### src/rtl/encoder_32_5_serializer_if.sv
// ============================================================================
// encoder_32_5_serializer_if : request-load and encoded-index beat bundle
// Rev 1.0
// ============================================================================
`default_nettype none

interface encoder_32_5_serializer_if #(
  parameter int DATA_WIDTH    = 32,
  parameter int ENCODED_WIDTH = $clog2(DATA_WIDTH)
);
  logic                     Enable_In;
  logic                     Load_In;
  logic [DATA_WIDTH-1:0]    Data_In;
  logic                     Load_Ready_Out;
  logic [ENCODED_WIDTH-1:0] Encoded_Value_Out;
  logic                     Valid_Out;
  logic                     Ready_In;
  logic                     Last_Out;
  logic                     Zero_Out;
  logic [ENCODED_WIDTH:0]   Count_Out;

  modport slave (
    input  Enable_In, Load_In, Data_In, Ready_In,
    output Load_Ready_Out, Encoded_Value_Out, Valid_Out, Last_Out, Zero_Out, Count_Out
  );

  modport master (
    output Enable_In, Load_In, Data_In, Ready_In,
    input  Load_Ready_Out, Encoded_Value_Out, Valid_Out, Last_Out, Zero_Out, Count_Out
  );
endinterface

`default_nettype wire

### src/rtl/encoder_32_5_serializer.sv
// ============================================================================
// encoder_32_5_serializer : multi-hot vector to serial stream of set-bit indices
// Optional: ENCODER_MSB_FIRST_EN reverses scan order (highest index first).
// Rev 1.0
// ============================================================================
`default_nettype none

module encoder_32_5_serializer #(
  parameter int DATA_WIDTH    = 32,
  parameter int ENCODED_WIDTH = $clog2(DATA_WIDTH)
) (
  input  wire                       Clock_In,
  input  wire                       Reset_In,
  encoder_32_5_serializer_if.slave  bus
);

  typedef enum logic [0:0] {
    ST_IDLE = 1'b0,
    ST_EMIT = 1'b1
  } state_e;

  state_e                   state_q, state_d;
  logic [DATA_WIDTH-1:0]    pending_q, pending_d;
  logic [ENCODED_WIDTH-1:0] enc_q, enc_d;
  logic [ENCODED_WIDTH:0]   count_q, count_d;
  logic                     valid_q, valid_d;
  logic                     last_q, last_d;
  logic                     zero_q, zero_d;
  logic                     ready_q, ready_d;
  logic                     w_accept;
  logic                     w_emit;

  function automatic logic [ENCODED_WIDTH:0] popcount(input logic [DATA_WIDTH-1:0] v);
    popcount = '0;
    for (int i = 0; i < DATA_WIDTH; i++) begin
      popcount = popcount + {{ENCODED_WIDTH{1'b0}}, v[i]};
    end
  endfunction

  // The last assignment in the loop wins, so loop direction selects priority.
  function automatic logic [ENCODED_WIDTH-1:0] scan_index(input logic [DATA_WIDTH-1:0] v);
    scan_index = '0;
`ifdef ENCODER_MSB_FIRST_EN
    for (int i = 0; i < DATA_WIDTH; i++) begin
      if (v[i]) scan_index = ENCODED_WIDTH'(i);
    end
`else
    for (int i = DATA_WIDTH - 1; i >= 0; i--) begin
      if (v[i]) scan_index = ENCODED_WIDTH'(i);
    end
`endif
  endfunction

  always_comb begin
    state_d   = state_q;
    pending_d = pending_q;
    count_d   = count_q;
    w_accept  = bus.Enable_In & valid_q & bus.Ready_In;

    case (state_q)
      ST_IDLE: begin
        if (bus.Enable_In && bus.Load_In) begin
          pending_d = bus.Data_In;
          count_d   = popcount(bus.Data_In);
          state_d   = ST_EMIT;
        end
      end
      ST_EMIT: begin
        if (w_accept) begin
          if (last_q) begin
            pending_d = '0;
            state_d   = ST_IDLE;
          end else begin
            pending_d = pending_q & ~(DATA_WIDTH'(1) << enc_q);
          end
        end
      end
      default: begin
        pending_d = '0;
        state_d   = ST_IDLE;
      end
    endcase

    // Outputs are precomputed from the next pending vector so they register cleanly.
    w_emit  = (state_d == ST_EMIT);
    valid_d = w_emit;
    ready_d = ~w_emit;
    enc_d   = w_emit ? scan_index(pending_d) : '0;
    zero_d  = w_emit && (pending_d == '0);
    last_d  = w_emit && ((pending_d & (pending_d - DATA_WIDTH'(1))) == '0);
  end

  always_ff @(posedge Clock_In or posedge Reset_In) begin
    if (Reset_In) begin
      state_q   <= ST_IDLE;
      pending_q <= '0;
      enc_q     <= '0;
      count_q   <= '0;
      valid_q   <= 1'b0;
      last_q    <= 1'b0;
      zero_q    <= 1'b0;
      ready_q   <= 1'b1;
    end else begin
      state_q   <= state_d;
      pending_q <= pending_d;
      enc_q     <= enc_d;
      count_q   <= count_d;
      valid_q   <= valid_d;
      last_q    <= last_d;
      zero_q    <= zero_d;
      ready_q   <= ready_d;
    end
  end

  assign bus.Load_Ready_Out    = ready_q;
  assign bus.Encoded_Value_Out = enc_q;
  assign bus.Valid_Out         = valid_q;
  assign bus.Last_Out          = last_q;
  assign bus.Zero_Out          = zero_q;
  assign bus.Count_Out         = count_q;

endmodule

`default_nettype wire
### src/flat_wrapper.sv
// flat-port wrapper written by rule: the top's interface ports become plain ports
module encoder_32_5_serializer_flat 
#(
  parameter int DATA_WIDTH    = 32,
  parameter int ENCODED_WIDTH = $clog2(DATA_WIDTH)
)
  (Clock_In, Reset_In, bus_Enable_In, bus_Load_In, bus_Data_In, bus_Ready_In, bus_Load_Ready_Out, bus_Encoded_Value_Out, bus_Valid_Out, bus_Last_Out, bus_Zero_Out, bus_Count_Out);
  encoder_32_5_serializer_if #(.DATA_WIDTH(DATA_WIDTH), .ENCODED_WIDTH(ENCODED_WIDTH)) bus_i ();
  input  wire Clock_In;
  input  wire Reset_In;
  input wire logic [$bits(bus_i.Enable_In)-1:0] bus_Enable_In;
  input wire logic [$bits(bus_i.Load_In)-1:0] bus_Load_In;
  input wire logic [$bits(bus_i.Data_In)-1:0] bus_Data_In;
  input wire logic [$bits(bus_i.Ready_In)-1:0] bus_Ready_In;
  output wire logic [$bits(bus_i.Load_Ready_Out)-1:0] bus_Load_Ready_Out;
  output wire logic [$bits(bus_i.Encoded_Value_Out)-1:0] bus_Encoded_Value_Out;
  output wire logic [$bits(bus_i.Valid_Out)-1:0] bus_Valid_Out;
  output wire logic [$bits(bus_i.Last_Out)-1:0] bus_Last_Out;
  output wire logic [$bits(bus_i.Zero_Out)-1:0] bus_Zero_Out;
  output wire logic [$bits(bus_i.Count_Out)-1:0] bus_Count_Out;
  assign bus_i.Enable_In = bus_Enable_In;
  assign bus_i.Load_In = bus_Load_In;
  assign bus_i.Data_In = bus_Data_In;
  assign bus_i.Ready_In = bus_Ready_In;
  assign bus_Load_Ready_Out = bus_i.Load_Ready_Out;
  assign bus_Encoded_Value_Out = bus_i.Encoded_Value_Out;
  assign bus_Valid_Out = bus_i.Valid_Out;
  assign bus_Last_Out = bus_i.Last_Out;
  assign bus_Zero_Out = bus_i.Zero_Out;
  assign bus_Count_Out = bus_i.Count_Out;
  encoder_32_5_serializer #(.DATA_WIDTH(DATA_WIDTH), .ENCODED_WIDTH(ENCODED_WIDTH)) u_core (.Clock_In(Clock_In), .Reset_In(Reset_In), .bus(bus_i));
endmodule
### config.mk
export PLATFORM = sky130hd
export DESIGN_NAME = encoder_32_5_serializer_flat
export DESIGN_NICKNAME = d
export VERILOG_FILES = /design/src/rtl/encoder_32_5_serializer_if.sv /design/src/rtl/encoder_32_5_serializer.sv /design/src/flat_wrapper.sv
export SDC_FILE = /design/constraint.sdc
export NUM_CORES = 1
export LEC_CHECK = 0
export ABC_AREA = 0
export ABC_CLOCK_PERIOD_IN_PS = 3900
export BUFFER_PORTS_ARGS = -buffer_cell sky130_fd_sc_hd__buf_2
export CAP_MARGIN = 0
export CELL_PAD_IN_SITES_DETAIL_PLACEMENT = 0
export CELL_PAD_IN_SITES_GLOBAL_PLACEMENT = 1
export CORE_MARGIN = 5
export CORE_UTILIZATION = 46
export DETAILED_ROUTE_END_ITERATION = 6
export GPL_ROUTABILITY_DRIVEN = 0
export PLACE_DENSITY = 0.83
export SLEW_MARGIN = 20
export SYNTH_ARGS = -nofsm -noshare
export SYNTH_HDL_FRONTEND = slang
export SYNTH_SLANG_ARGS = --single-unit
### constraint.sdc
create_clock -name Clock_In -period 3.9 [get_ports Clock_In]
set_input_delay 0.585 -clock Clock_In [delete_from_list [all_inputs] [get_ports Clock_In]]
set_output_delay 0.585 -clock Clock_In [all_outputs]
set_load 0.01 [all_outputs]
# Word-level counts from Yosys, hierarchy flattened
# Cells that the tools add are included.
[classes]
n_addsub = 32
shift = 1
muxes = 41
n_bitwise = 7
n_reduce_logical = 6
[op_table]
columns = ["operator", "count"]
rows = [
  ["$add A6 B1 Y6", 30],
  ["$mux W5", 33],
  ["$mux W32", 3],
  ["$and A32 B32 Y32", 2],
  ["$logic_not A32 Y1", 2],
  ["$pmux W32 S2", 1],
  ["$not A32 Y32", 1],
  ["$shl A1 B5 Y32 const A", 1],
  ["$sub A32 B1 Y32 const B", 1],
  ["$logic_and A1 B1 Y1", 3],
  ["$mux W1", 3],
  ["$add A1 B1 Y2", 1],
  ["$and A1 B1 Y1", 2],
  ["$not A1 Y1", 2],
  ["$pmux W1 S2", 1],
  ["$reduce_and A2 Y1", 1],
]
[totals]
regBits = 47
out_inout_bits = 15
wordCells = 94

# Depth between registers and ports, before layout
# Gate-level depths: netlist of the first run.
[logic_depth]
ltp_word = 39
mapped_depth = 16
mapped_depth_nobuf = 16

# Least setup slack after synthesis of the first run
# OpenSTA, ideal clock, no wires.
[synth_timing]
path_kind = "input to register"
from = "input bus_Data_In[0]"
to = "register u_core.count_q[4] (netlist: u_core.bus.Count_Out[4])"
arrival_time_ps = 5113
required_ps = 3764
setup_slack_ps = -1349
cell_stages = 15
cell_sequence = "ha_1 -> inv_1 -> fa_1 -> fa_1 -> fa_1 -> fa_1 -> fa_1 -> fa_1 -> inv_1 -> fa_1 -> fa_1 -> a21o_1 -> a21oi_1 -> xor2_1 -> o21ai_0"
[synth_via]
elab_chain_cells = 31
[synth_rtl]
columns = ["item", "line", "source"]
rows = [
  ["start, declared", "flat_wrapper.sv:13", "input wire logic [$bits(bus_i.Data_In)-1:0] bus_Data_In;"],
  ["$add A1 B1 Y2", "encoder_32_5_serializer.sv:36", "popcount = popcount + {{ENCODED_WIDTH{1'b0}}, v[i]};"],
  ["$add A6 B1 Y6 (30 in series)", "encoder_32_5_serializer.sv:36", ""],
  ["end signal, assigned", "encoder_32_5_serializer.sv:107", "count_q <= count_d;"],
  ["end, declared", "encoder_32_5_serializer.sv:25", "logic [ENCODED_WIDTH:0] count_q, count_d;"],
]
# No other way between the ends.
# A chain may end at the register's enable or synchronous reset.

# Worst setup path in the final report of the first run
[layout_timing]
from = "input bus_Data_In[1]"
to = "register u_core.count_q[4] (netlist: u_core.bus.Count_Out[4])"
# The elaborated chain is that of the path after synthesis.

==> insert_results.sql, run 1 <==
INSERT INTO impl_metrics (metric_group, metric, value, unit) VALUES
('run_status', 'outcome', 'finished with violations', ''),
('run_status', 'violations_in_the_final_reports', 'negative setup slack', ''),
('synth', 'yosysTopAreaCell', 'sky130_fd_sc_hd__dfrtp_1', ''),
('grt', 'grt_usage', '23.1', '%'),
('critical_path', 'crit_path_start', 'bus_Data_In[1]', ''),
('clock_network', 'clock_insertion_delay_worst_skew', '0.31', 'ns'),
('drt', 'drc', '0', ''),
('worst_hold_path', 'worstHoldPathType', 'input port to asynchronous set/reset pin', ''),
('drt', 'dr.first_iter.drc_count', '302', ''),
('drt', 'drt-wirelength-per-cell', '20.3', 'µm'),
('placed_design', 'place_inst', '619', ''),
('pwr', 'ir_drop', '467', 'µV'),
('synth', 'yosys_warnings', '0', ''),
('floorplan', 'die_h', '106', 'µm'),
('floorplan', 'floorplan.die.width', '106', 'µm'),
('floorplan', 'floorplan.rows', '35', ''),
('cells_and_area', 'antennaDiodeCount', '0', ''),
('grt', 'grt_overflow_total', '0', ''),
('critical_path', 'required', '4.11', 'ns'),
('clock_network', 'clock_edge_transition_at_the_registers_on_the_reported_setup_and_hold_paths', '0.11', 'ns'),
('synth', 'ys_types', '71', ''),
('grt', 'antenna_found_initial', '0', ''),
('critical_path', 'rr_startpoint', 'u_core.state_q', ''),
('timing', 'hold_viol', '0', ''),
('critical_path', 'worstSetupStartpointType', 'input port', ''),
('synth', 'synth_largest_type_area_fraction', '27.1', '%'),
('clock_network', 'cts_max_path_buffers', '2', ''),
('critical_path', 'endpoint_kind', 'flip-flop', ''),
('synth', 'synthCells', '446', ''),
('synth', 'synth_async_sr_flop_share', '100', '%'),
('placed_design', 'detail_placement_hpwl', '10200', 'µm'),
('cells_and_area', 'signed_area_change_from_the_synthesized_netlist_to_the_final_layout', '14.5', '%'),
('timing', 'max-slew-margin-rel', '40.1', '%'),
('pwr', 'leakage', '0.00245', 'µW'),
('cells_and_area', 'final_cells', '629', ''),
('grt', 'pin_count_of_the_biggest_net_entering_global_routing', '48', ''),
('timing', 'final_worst_setup_slack', '-1.01', 'ns'),
('critical_path', 'critPathKind', 'input port to flip-flop', ''),
('drt', 'drt-total-wl', '12800', 'µm'),
('clock_network', 'cts_made_buffers', '5', ''),
('timing', 'timing_worst_slew_pin_value', '0.899', 'ns'),
('clock_network', 'cts_htree_levels', '2', ''),
('placed_design', 'numPortBuffers', '51', ''),
('timing', 'rsz0062_at_grt', 'true', ''),
('pwr', 'powerDensity', '827', 'nW/µm²'),
('cells_and_area', 'mostFrequentLayoutCell', 'sky130_fd_sc_hd__inv_1', ''),
('clock_network', 'clock-sinks', '47', ''),
('timing', 'holdWs', '0.404', 'ns'),
('grt', 'wire_length_of_the_first_global_routing_pass', '20300', 'µm'),
('timing', 'drv_slew', '0', ''),
('floorplan', 'dieArea', '11300', 'µm²'),
('synth', 'synth-edff-count', '0', ''),
('synth', 'synth_top_cells_by_area', 'sky130_fd_sc_hd__dfrtp_1, sky130_fd_sc_hd__fa_1, sky130_fd_sc_hd__inv_1, sky130_fd_sc_hd__o2111ai_1, sky130_fd_sc_hd__mux2i_1', ''),
('synth', 'synthFlopType', 'sky130_fd_sc_hd__dfrtp_1', ''),
('cells_and_area', 'fin_nets', '586', ''),
('synth', 'postSynthRegisterBits', '47', ''),
('clock_network', 'cts_root_buf', 'sky130_fd_sc_hd__clkbuf_8', ''),
('critical_path', 'regToRegSetupSlack', '0.30', 'ns'),
('synth', 'synth-seq-area-share', '27.7', '%'),
('drt', 'avgViaCountPerCell', '6.01', ''),
('timing', 'setup_viol', '6', ''),
('drt', 'detail_route.first_pass.iterations', '4', ''),
('cells_and_area', 'layout_cells_sized_above_1', '25.9', '%'),
('critical_path', 'worst_ep_arrival_time', '5.12', 'ns'),
('timing', 'timing.fmax', '0.204', 'GHz'),
('flow_run', 'drv.max_cap_violation_count', '0', ''),
('floorplan', 'initial_core_utilization', '46.7', '%'),
('synth', 'netlist_area', '4260', 'µm²'),
('cells_and_area', 'fillCellCount', '865', ''),
('synth', 'synthesis.nets', '515', ''),
('cells_and_area', 'layout.cells.most_common_list', 'sky130_fd_sc_hd__inv_1, sky130_fd_sc_hd__buf_2, sky130_fd_sc_hd__dfrtp_1', '');
## metal layers
metal,routed length [µm],up-vias,track usage (%)
met5,0,-,0
met4,231,0,5.83
met3,824,14,2.49
met2,6120,142,37.6
met1,5600,1845,32.8
li1,-,1778,-
## sequential cells by signal, summed over array words and instances, names as in the netlist
| signal | flops |
|---|---|
| u_core.bus.Load_Ready_Out | 1 |
| u_core.bus.Encoded_Value_Out | 5 |
| u_core.bus.Zero_Out | 1 |
| u_core.state_q | 1 |
| u_core.bus.Count_Out | 6 |
| u_core.pending_q | 32 |
| u_core.bus.Last_Out | 1 |
## report_power, final
part | leakage, µW | switching [µW] | internal, µW
registers | 0.000605 | 140 | 672
logic | 0.00179 | 1580 | 1310
clock network | 0.0000489 | 198 | 130
total | 0.00245 | 1920 | 2110
## logic make-up after synthesis
family                   synth area share (%)
multiplexers                             5.23
adder cells (fa/ha/maj)                  14.1
XOR/XNOR                                0.618
buffers and inverters                    11.4
flip-flops                               27.7
AND/OR/NAND/NOR                          16.3
AO/OA/AOI/OAI                            24.7
## final cells by class
class / count / area (µm²) / area share, %
Clock buffer: 5 / 68.8 / 1.41
Timing Repair Buffer: 84 / 552 / 11.3
Multi-Input combinational cell: 304 / 2630 / 53.9
Sequential cell: 47 / 1180 / 24.2
Inverter: 75 / 283 / 5.81
Tap cell: 111 / 139 / 2.85
Clock inverter: 3 / 22.5 / 0.462
## Yosys cell counts (all sizes together) (2+ instances only)
master and count:
o211ai 2, a2111oi 5, o22ai 6, nor2b 3, xor2 2, o21a 9
nand4 9, o32a 6, inv 74, o41ai 2, nor3 4, nor4 3
nand4bb 4, a21oi 11, o2111a 10, a21o 3, a211oi 5, buf 13
mux2 2, nand3 8, nand4b 7, and3 10, ha 8, fa 24
maj3 2, nor2 18, o2111ai 26, o31a 2, nand2 28, dfrtp 46
a41o 2, and2 10, mux2i 20, clkbuf 6, o21ai 28, a21boi 10
a21bo 2
## path summary, 6_finish.rpt
path	to	cells past startpoint
max in group asynchronous	u_core.state_q	2
setup / recovery	u_core.bus.Count_Out[4]	16
hold reg to reg	u_core.bus.Count_Out[3]	2
setup reg to reg	u_core.bus.Last_Out	8
min in group Clock_In	u_core.bus.Count_Out[3]	2
hold / removal	u_core.pending_q[4]	2
## critical path, stage by stage
cell and delay, ns:
sky130_fd_sc_hd__buf_8 0.10, sky130_fd_sc_hd__ha_4 0.25, sky130_fd_sc_hd__inv_2 0.03, sky130_fd_sc_hd__fa_1 0.44, sky130_fd_sc_hd__fa_1 0.54, sky130_fd_sc_hd__fa_1 0.44, sky130_fd_sc_hd__fa_1 0.52, sky130_fd_sc_hd__fa_1 0.43
sky130_fd_sc_hd__fa_1 0.50, sky130_fd_sc_hd__inv_2 0.04, sky130_fd_sc_hd__fa_2 0.35, sky130_fd_sc_hd__fa_2 0.35, sky130_fd_sc_hd__a21o_1 0.17, sky130_fd_sc_hd__a21oi_2 0.14, sky130_fd_sc_hd__xor2_1 0.15, sky130_fd_sc_hd__o21ai_1 0.06
## repair_timing
action                     in CTS  in global routing
buffers inserted                1                  1
setup endpoints to repair       6                  6
gates resized for setup         5                 12
pin swaps                       0                  8
## through the flow
step / util, % / setup WS, ns / area, µm² / power [µW]
after floorplan: - / -1.09 / 4280 / 2820
after global placement: 51.8 / -1.33 / 4720 / 3510
after detailed placement: 51.8 / -1.40 / 4720 / 3600
after CTS: 53.1 / -1.02 / 4830 / 3940
after global routing: 53.5 / -1.14 / 4870 / 4410
final: 53.5 / -1.01 / 4870 / 4030
No activity file was read; power rests on OpenSTA's default activity.
==> inputs of run 2 (changes only) <==
- ABC_CLOCK_PERIOD_IN_PS: 3900 -> 4250
- CELL_PAD_IN_SITES_DETAIL_PLACEMENT: 0 -> not set
- CELL_PAD_IN_SITES_GLOBAL_PLACEMENT: 1 -> not set
- CORE_ASPECT_RATIO: not set -> 2
- CORE_UTILIZATION: 46 -> 50
- PLACE_DENSITY: 0.83 -> 0.75
- clock period: 3.9 -> 4.25 ns (I/O delays scaled with it)
==> insert_results.sql, run 2 (synthesis gave the netlist of run 1 again) <==
INSERT INTO impl_metrics (metric_group, metric, value, unit) VALUES
('clock_network', 'cts_made_buffers', '5', ''),
('timing', 'rsz0062_at_grt', 'true', ''),
('cells_and_area', 'layout_cells_sized_above_1', '24.9', '%'),
('cells_and_area', 'final_cells', '616', ''),
('floorplan', 'floorplan.rows', '47', ''),
('critical_path', 'regToRegSetupSlack', '0.55', 'ns'),
('grt', 'globalRouteMet2Util', '46.1', '%'),
('timing', 'timing.fmax', '0.198', 'GHz'),
('clock_network', 'clock-sinks', '47', ''),
('timing', 'timing_worst_slew_pin_value', '0.883', 'ns'),
('placed_design', 'place_inst', '607', ''),
('floorplan', 'dieArea', '10600', 'µm²'),
('grt', 'grt_usage', '27.5', '%'),
('critical_path', 'required', '4.43', 'ns'),
('timing', 'final_min_period_over_clock_period', '119', '%'),
('grt', 'grt_overflow_total', '0', ''),
('drt', 'avgViaCountPerCell', '6.51', ''),
('cells_and_area', 'antennaDiodeCount', '0', ''),
('pwr', 'leakage', '0.00248', 'µW'),
('cells_and_area', 'signed_area_change_from_the_synthesized_netlist_to_the_final_layout', '15.3', '%'),
('clock_network', 'cts_max_path_buffers', '2', ''),
('floorplan', 'ioPinCount', '52', ''),
('cells_and_area', 'fin_nets', '586', ''),
('cells_and_area', 'regMostFlops', 'u_core.pending_q', ''),
('grt', 'grt_busiest_layer', 'met2', ''),
('floorplan', 'floorplan.die.width', '75.2', 'µm'),
('timing', 'final.setup.tns', '-3.44', 'ns'),
('clock_network', 'cts_htree_levels', '2', ''),
('critical_path', 'endpoint_kind', 'flip-flop', ''),
('grt', 'use_met3', '3.66', '%'),
('run_status', 'violations_in_the_final_reports', 'negative setup slack', ''),
('timing', 'worst_clock_skew', '0.0107', 'ns'),
('timing', 'max-slew-margin-rel', '41.1', '%'),
('pwr', 'ir_drop', '626', 'µV'),
('cells_and_area', 'layout.cells.most_common_list', 'sky130_fd_sc_hd__inv_1, sky130_fd_sc_hd__buf_2, sky130_fd_sc_hd__dfrtp_1', ''),
('placed_design', 'detail_placement_hpwl', '10800', 'µm'),
('run_status', 'outcome', 'finished with violations', ''),
('drt', 'detail_route.first_pass.iterations', '6', ''),
('drt', 'drt-total-wl', '13900', 'µm'),
('clock_network', 'clock_edge_transition_at_the_registers_on_the_reported_setup_and_hold_paths', '0.07', 'ns'),
('critical_path', 'worst_ep_arrival_time', '5.23', 'ns'),
('floorplan', 'area_of_the_core_region', '8290', 'µm²'),
('clock_network', 'clock_insertion_delay_worst_skew', '0.30', 'ns'),
('drt', 'final_antenna_net_count', '0', ''),
('drt', 'drt-wirelength-per-cell', '22.6', 'µm'),
('clock_network', 'cts_root_buf', 'sky130_fd_sc_hd__clkbuf_16', ''),
('timing', 'final_worst_setup_slack', '-0.800', 'ns'),
('grt', 'pin_count_of_the_biggest_net_entering_global_routing', '48', ''),
('drt', 'vias', '4011', ''),
('timing', 'drv_slew', '0', ''),
('timing', 'hold_viol', '0', ''),
('grt', 'antenna_found_initial', '0', ''),
('drt', 'drc', '0', ''),
('cells_and_area', 'largest_register_ffs', '32', ''),
('grt', 'grt_pass1_vias', '4248', ''),
('floorplan', 'die_h', '140', 'µm'),
('cells_and_area', 'mostFrequentLayoutCell', 'sky130_fd_sc_hd__inv_1', ''),
('grt', 'wire_length_of_the_first_global_routing_pass', '21700', 'µm'),
('floorplan', 'initial_core_utilization', '51.3', '%'),
('clock_network', 'cts_hold_buf', '0', ''),
('placed_design', 'numPortBuffers', '51', ''),
('pwr', 'powerDensity', '800', 'nW/µm²'),
('flow_run', 'drv.max_cap_violation_count', '0', ''),
('critical_path', 'highest_net_fanout_along_the_worst_path', '2', ''),
('placed_design', 'place_worst_setup_slack', '-1.13', 'ns'),
('critical_path', 'worstSetupStartpointType', 'input port', ''),
('grt', 'grt_util_met1', '30.0', '%'),
('drt', 'dr.first_iter.drc_count', '405', ''),
('critical_path', 'critPathKind', 'input port to flip-flop', ''),
('clock_network', 'cts_tree', 'done', ''),
('timing', 'setup_viol', '6', ''),
('timing', 'final.min_clock_period', '5.05', 'ns'),
('worst_hold_path', 'worstHoldPathType', 'input port to asynchronous set/reset pin', '');
## run 2: per-layer routing
layer  vias to the layer above  routed length (µm)
li1                       1774                   -
met1                      1922                4840
met2                       229                7120
met3                        86                 688
met4                         0                1250
met5                         -                   0
## run 2: worst paths after layout
kind / from / end / depth (start not counted)
min in group Clock_In: u_core.bus.Count_Out[3] / u_core.bus.Count_Out[3] / 2
max in group asynchronous: Reset_In / u_core.state_q / 2
max reg2reg: u_core.state_q / u_core.bus.Last_Out / 9
min reg2reg: u_core.bus.Count_Out[3] / u_core.bus.Count_Out[3] / 2
min: Reset_In / u_core.bus.Count_Out[5] / 2
max: bus_Data_In[1] / u_core.bus.Count_Out[4] / 16
## run 2: power by group
| group | internal, µW | switching, µW | leakage, µW |
|---|---|---|---|
| clock network | 296 | 190 | 0.0000875 |
| logic | 1200 | 1480 | 0.00179 |
| registers | 617 | 137 | 0.000605 |
| total | 2120 | 1810 | 0.00248 |
## run 2: cell type report
| cell class | instances | area [µm²] |
|---|---|---|
| clock buffers | 6 | 139 |
| clock inverters | 2 | 38.8 |
| fillers | 721 | 3380 |
| inverters | 75 | 283 |
| multi-input cells | 304 | 2630 |
| flip-flops and latches | 47 | 1180 |
| well taps | 98 | 123 |
| repair buffers | 84 | 519 |
## run 2: per-stage QoR
stage	util (%)	cell area, µm²	hold WS [ns]	power [µW]
final	59.2	4910	0.481	3930
after floorplan	-	4280	0.516	2580
after global placement	56.7	4700	0.458	3170
after CTS	59.2	4910	0.496	3920
after detailed placement	56.7	4700	0.474	3290
after global routing	59.2	4910	0.521	4240
## run 2: repair_timing
| item | CTS | global route |
|---|---|---|
| endpoints found under the setup margin | 6 | 6 |
| resized for setup | 8 | 0 |
| buffers inserted | 1 | 1 |
| pin swaps | 4 | 2 |
## run 2: worst max-delay path, stage by stage
cell                      delay [ns]
sky130_fd_sc_hd__buf_6          0.10
sky130_fd_sc_hd__ha_4           0.25
sky130_fd_sc_hd__inv_2          0.03
sky130_fd_sc_hd__fa_1           0.45
sky130_fd_sc_hd__fa_1           0.55
sky130_fd_sc_hd__fa_1           0.45
sky130_fd_sc_hd__fa_1           0.52
sky130_fd_sc_hd__fa_1           0.43
sky130_fd_sc_hd__fa_1           0.48
sky130_fd_sc_hd__inv_1          0.05
sky130_fd_sc_hd__fa_2           0.35
sky130_fd_sc_hd__fa_2           0.37
sky130_fd_sc_hd__a21o_1         0.18
sky130_fd_sc_hd__a21oi_2        0.14
sky130_fd_sc_hd__xor2_1         0.16
sky130_fd_sc_hd__o21ai_1        0.07
==> inputs of run 3 (changes only) <==
- RECOVER_POWER: not set -> 50
==> insert_results.sql, run 3 (synthesis gave the netlist of run 1 again) <==
INSERT INTO impl_metrics (metric_group, metric, value, unit) VALUES
('run_status', 'outcome', 'finished with violations', ''),
('run_status', 'violations_in_the_final_reports', 'max-capacitance violations, max-slew violations, negative setup slack', ''),
('cells_and_area', 'regMostFlops', 'u_core.pending_q', ''),
('clock_network', 'cts_root_buf', 'sky130_fd_sc_hd__clkbuf_16', ''),
('cells_and_area', 'antennaDiodeCount', '0', ''),
('clock_network', 'cts_htree_levels', '2', ''),
('pwr', 'switching_power_share_of_the_total', '46.0', '%'),
('floorplan', 'die_h', '140', 'µm'),
('pwr', 'combinationalPowerShare', '68.4', '%'),
('clock_network', 'clock-sinks', '47', ''),
('drt', 'drc', '0', ''),
('placed_design', 'detail_placement_hpwl', '10800', 'µm'),
('grt', 'grt_pass1_vias', '4248', ''),
('grt', 'grt_usage', '27.5', '%'),
('timing', 'rsz0062_at_grt', 'true', ''),
('cells_and_area', 'mostFrequentLayoutCell', 'sky130_fd_sc_hd__inv_1', ''),
('grt', 'wire_length_of_the_first_global_routing_pass', '21700', 'µm'),
('cells_and_area', 'layout_cells_sized_above_1', '24.1', '%'),
('critical_path', 'worstPathCellList', 'buf_6, ha_4, inv_2, fa_1, fa_1, fa_1, fa_1, fa_1, fa_1, inv_1, fa_2, fa_2, a21o_1, a21oi_2, xor2_1, o21ai_1', ''),
('clock_network', 'cts_made_buffers', '5', ''),
('drt', 'final_antenna_net_count', '0', ''),
('floorplan', 'floorplan.rows', '47', ''),
('timing', 'timing.fmax', '0.198', 'GHz'),
('pwr', 'share_seq_of_total_power', '19.3', '%'),
('clock_network', 'cts_hold_buf', '0', ''),
('timing', 'final_worst_setup_slack', '-0.800', 'ns'),
('pwr', 'leakage', '0.00246', 'µW'),
('pwr', 'powerDensity', '800', 'nW/µm²'),
('cells_and_area', 'postLayoutCellArea', '4900', 'µm²'),
('critical_path', 'worstSetupStartpointType', 'input port', ''),
('grt', 'grt_overflow_total', '0', ''),
('flow_run', 'drv.max_cap_violation_count', '1', ''),
('critical_path', 'required', '4.43', 'ns'),
('timing', 'drv_slew', '48', ''),
('timing', 'timing_worst_slew_pin_value', '2.21', 'ns'),
('cells_and_area', 'fin_nets', '586', ''),
('drt', 'drt-wirelength-per-cell', '22.5', 'µm'),
('grt', 'pin_count_of_the_biggest_net_entering_global_routing', '48', ''),
('clock_network', 'clock_edge_transition_at_the_registers_on_the_reported_setup_and_hold_paths', '0.07', 'ns'),
('cells_and_area', 'largest_register_ffs', '32', ''),
('worst_hold_path', 'worstHoldPathType', 'flip-flop to flip-flop', ''),
('floorplan', 'dieArea', '10600', 'µm²'),
('pwr', 'part_of_the_total_power_dissipated_in_the_clock_network', '12.4', '%'),
('critical_path', 'critPathKind', 'input port to flip-flop', ''),
('pwr', 'report.power.total', '3920', 'µW'),
('pwr', 'ir_drop', '625', 'µV'),
('drt', 'dr.first_iter.drc_count', '404', ''),
('floorplan', 'initial_core_utilization', '51.3', '%'),
('drt', 'avgViaCountPerCell', '6.50', ''),
('clock_network', 'cts_tree', 'done', ''),
('critical_path', 'endpoint_kind', 'flip-flop', ''),
('timing', 'final.setup.tns', '-3.44', 'ns'),
('cells_and_area', 'signed_area_change_from_the_synthesized_netlist_to_the_final_layout', '15.2', '%'),
('pwr', 'cellInternalPower', '2120', 'µW'),
('timing', 'final_min_period_over_clock_period', '119', '%'),
('placed_design', 'numPortBuffers', '51', ''),
('floorplan', 'ioPinCount', '52', ''),
('timing', 'final.min_clock_period', '5.05', 'ns'),
('grt', 'antenna_found_initial', '0', ''),
('floorplan', 'floorplan.die.width', '75.2', 'µm'),
('timing', 'max-slew-margin-rel', '-48.4', '%'),
('drt', 'detail_route.first_pass.iterations', '6', ''),
('clock_network', 'clock_insertion_delay_worst_skew', '0.30', 'ns'),
('placed_design', 'dpl_cell_area', '4700', 'µm²'),
('critical_path', 'cpMostUsedCell', 'sky130_fd_sc_hd__fa_1', ''),
('critical_path', 'highest_net_fanout_along_the_worst_path', '2', ''),
('timing', 'hold_viol', '0', ''),
('critical_path', 'worst_ep_arrival_time', '5.23', 'ns'),
('pwr', 'switching_power', '1810', 'µW'),
('cells_and_area', 'fin_util', '59.1', '%'),
('cells_and_area', 'layout.cells.most_common_list', 'sky130_fd_sc_hd__inv_1, sky130_fd_sc_hd__buf_2, sky130_fd_sc_hd__dfrtp_1', ''),
('timing', 'worst_clock_skew', '0.00887', 'ns'),
('critical_path', 'cp_slowest_stage_delay', '0.55', 'ns'),
('floorplan', 'area_of_the_core_region', '8290', 'µm²'),
('timing', 'setup_viol', '6', ''),
('drt', 'vias', '4005', ''),
('critical_path', 'critical-path-slowest-cell', 'sky130_fd_sc_hd__fa_1', ''),
('clock_network', 'cts_max_path_buffers', '2', ''),
('drt', 'drt-total-wl', '13900', 'µm');
## run 3: cell count changes in the layout (fill, tap and decap cells not counted), sizes merged
cell      previous run  this run
clkinvlp             0         1
buf                 84        80
clkinv               2         1
clkbuf               6        10
## run 3: cell type report
class                      instances  area [µm²]
clock buffer                       6         139
clock inverter                     2        38.8
fill                             724        3390
inverter                          75         283
multi-input combinational        304        2630
sequential                        47        1180
tap                               98         123
timing repair buffer              84         514
## run 3: power by group through the flow
| stage | registers [µW] | logic, µW | clock network, µW |
|---|---|---|---|
| 2_1_floorplan | 730 | 1850 | 0 |
| 3_3_place_gp | 739 | 2430 | 0 |
| 3_5_place_dp | 753 | 2530 | 0 |
| 4_1_cts | 745 | 2690 | 489 |
| 5_1_grt | 767 | 2960 | 506 |
| 6_report | 755 | 2680 | 484 |
## run 3: path summary, 6_finish.rpt
path | startpoint | endpoint | slack, ns | depth (start not counted)
worst min-delay path | u_core.bus.Count_Out[3] | u_core.bus.Count_Out[3] | 0.49 | 2
min in group asynchronous | Reset_In | u_core.bus.Count_Out[4] | 0.92 | 2
worst max-delay path | bus_Data_In[1] | u_core.bus.Count_Out[4] | -0.80 | 16
worst max register to register | u_core.state_q | u_core.bus.Last_Out | 0.56 | 9
max in group asynchronous | Reset_In | u_core.state_q | 2.20 | 2
worst min register to register | u_core.bus.Count_Out[3] | u_core.bus.Count_Out[3] | 0.49 | 2
## run 3: metrics by stage
step	worst slack (ns)	hold slack, ns	instances
2_1_floorplan	-0.795	0.516	446
3_3_place_gp	-1.04	0.458	607
3_5_place_dp	-1.13	0.474	607
4_1_cts	-0.793	0.496	616
5_1_grt	-0.938	0.523	616
6_report	-0.800	0.492	616
## run 3: what timing repair did
action,CTS,global route
setup endpoints to repair,6,6
resized for setup,8,0
hold endpoints to repair,0,0
pin swaps,4,2
setup buffers,1,1
## run 3: routing by layer
| layer | vias to the layer above | global-route usage (%) | wire (µm) |
|---|---|---|---|
| met5 | - | 0 | 0 |
| met4 | 0 | 20.9 | 1240 |
| met3 | 92 | 3.66 | 680 |
| met2 | 229 | 46.1 | 7150 |
| met1 | 1911 | 30.0 | 4820 |
| li1 | 1773 | - | - |
## run 3: critical path: cells and delay by family
family	cells	cell delay (ns)
compound gates	3	0.39
xor+xnor	1	0.16
fa+ha+maj	9	3.85
buf+inv	3	0.18
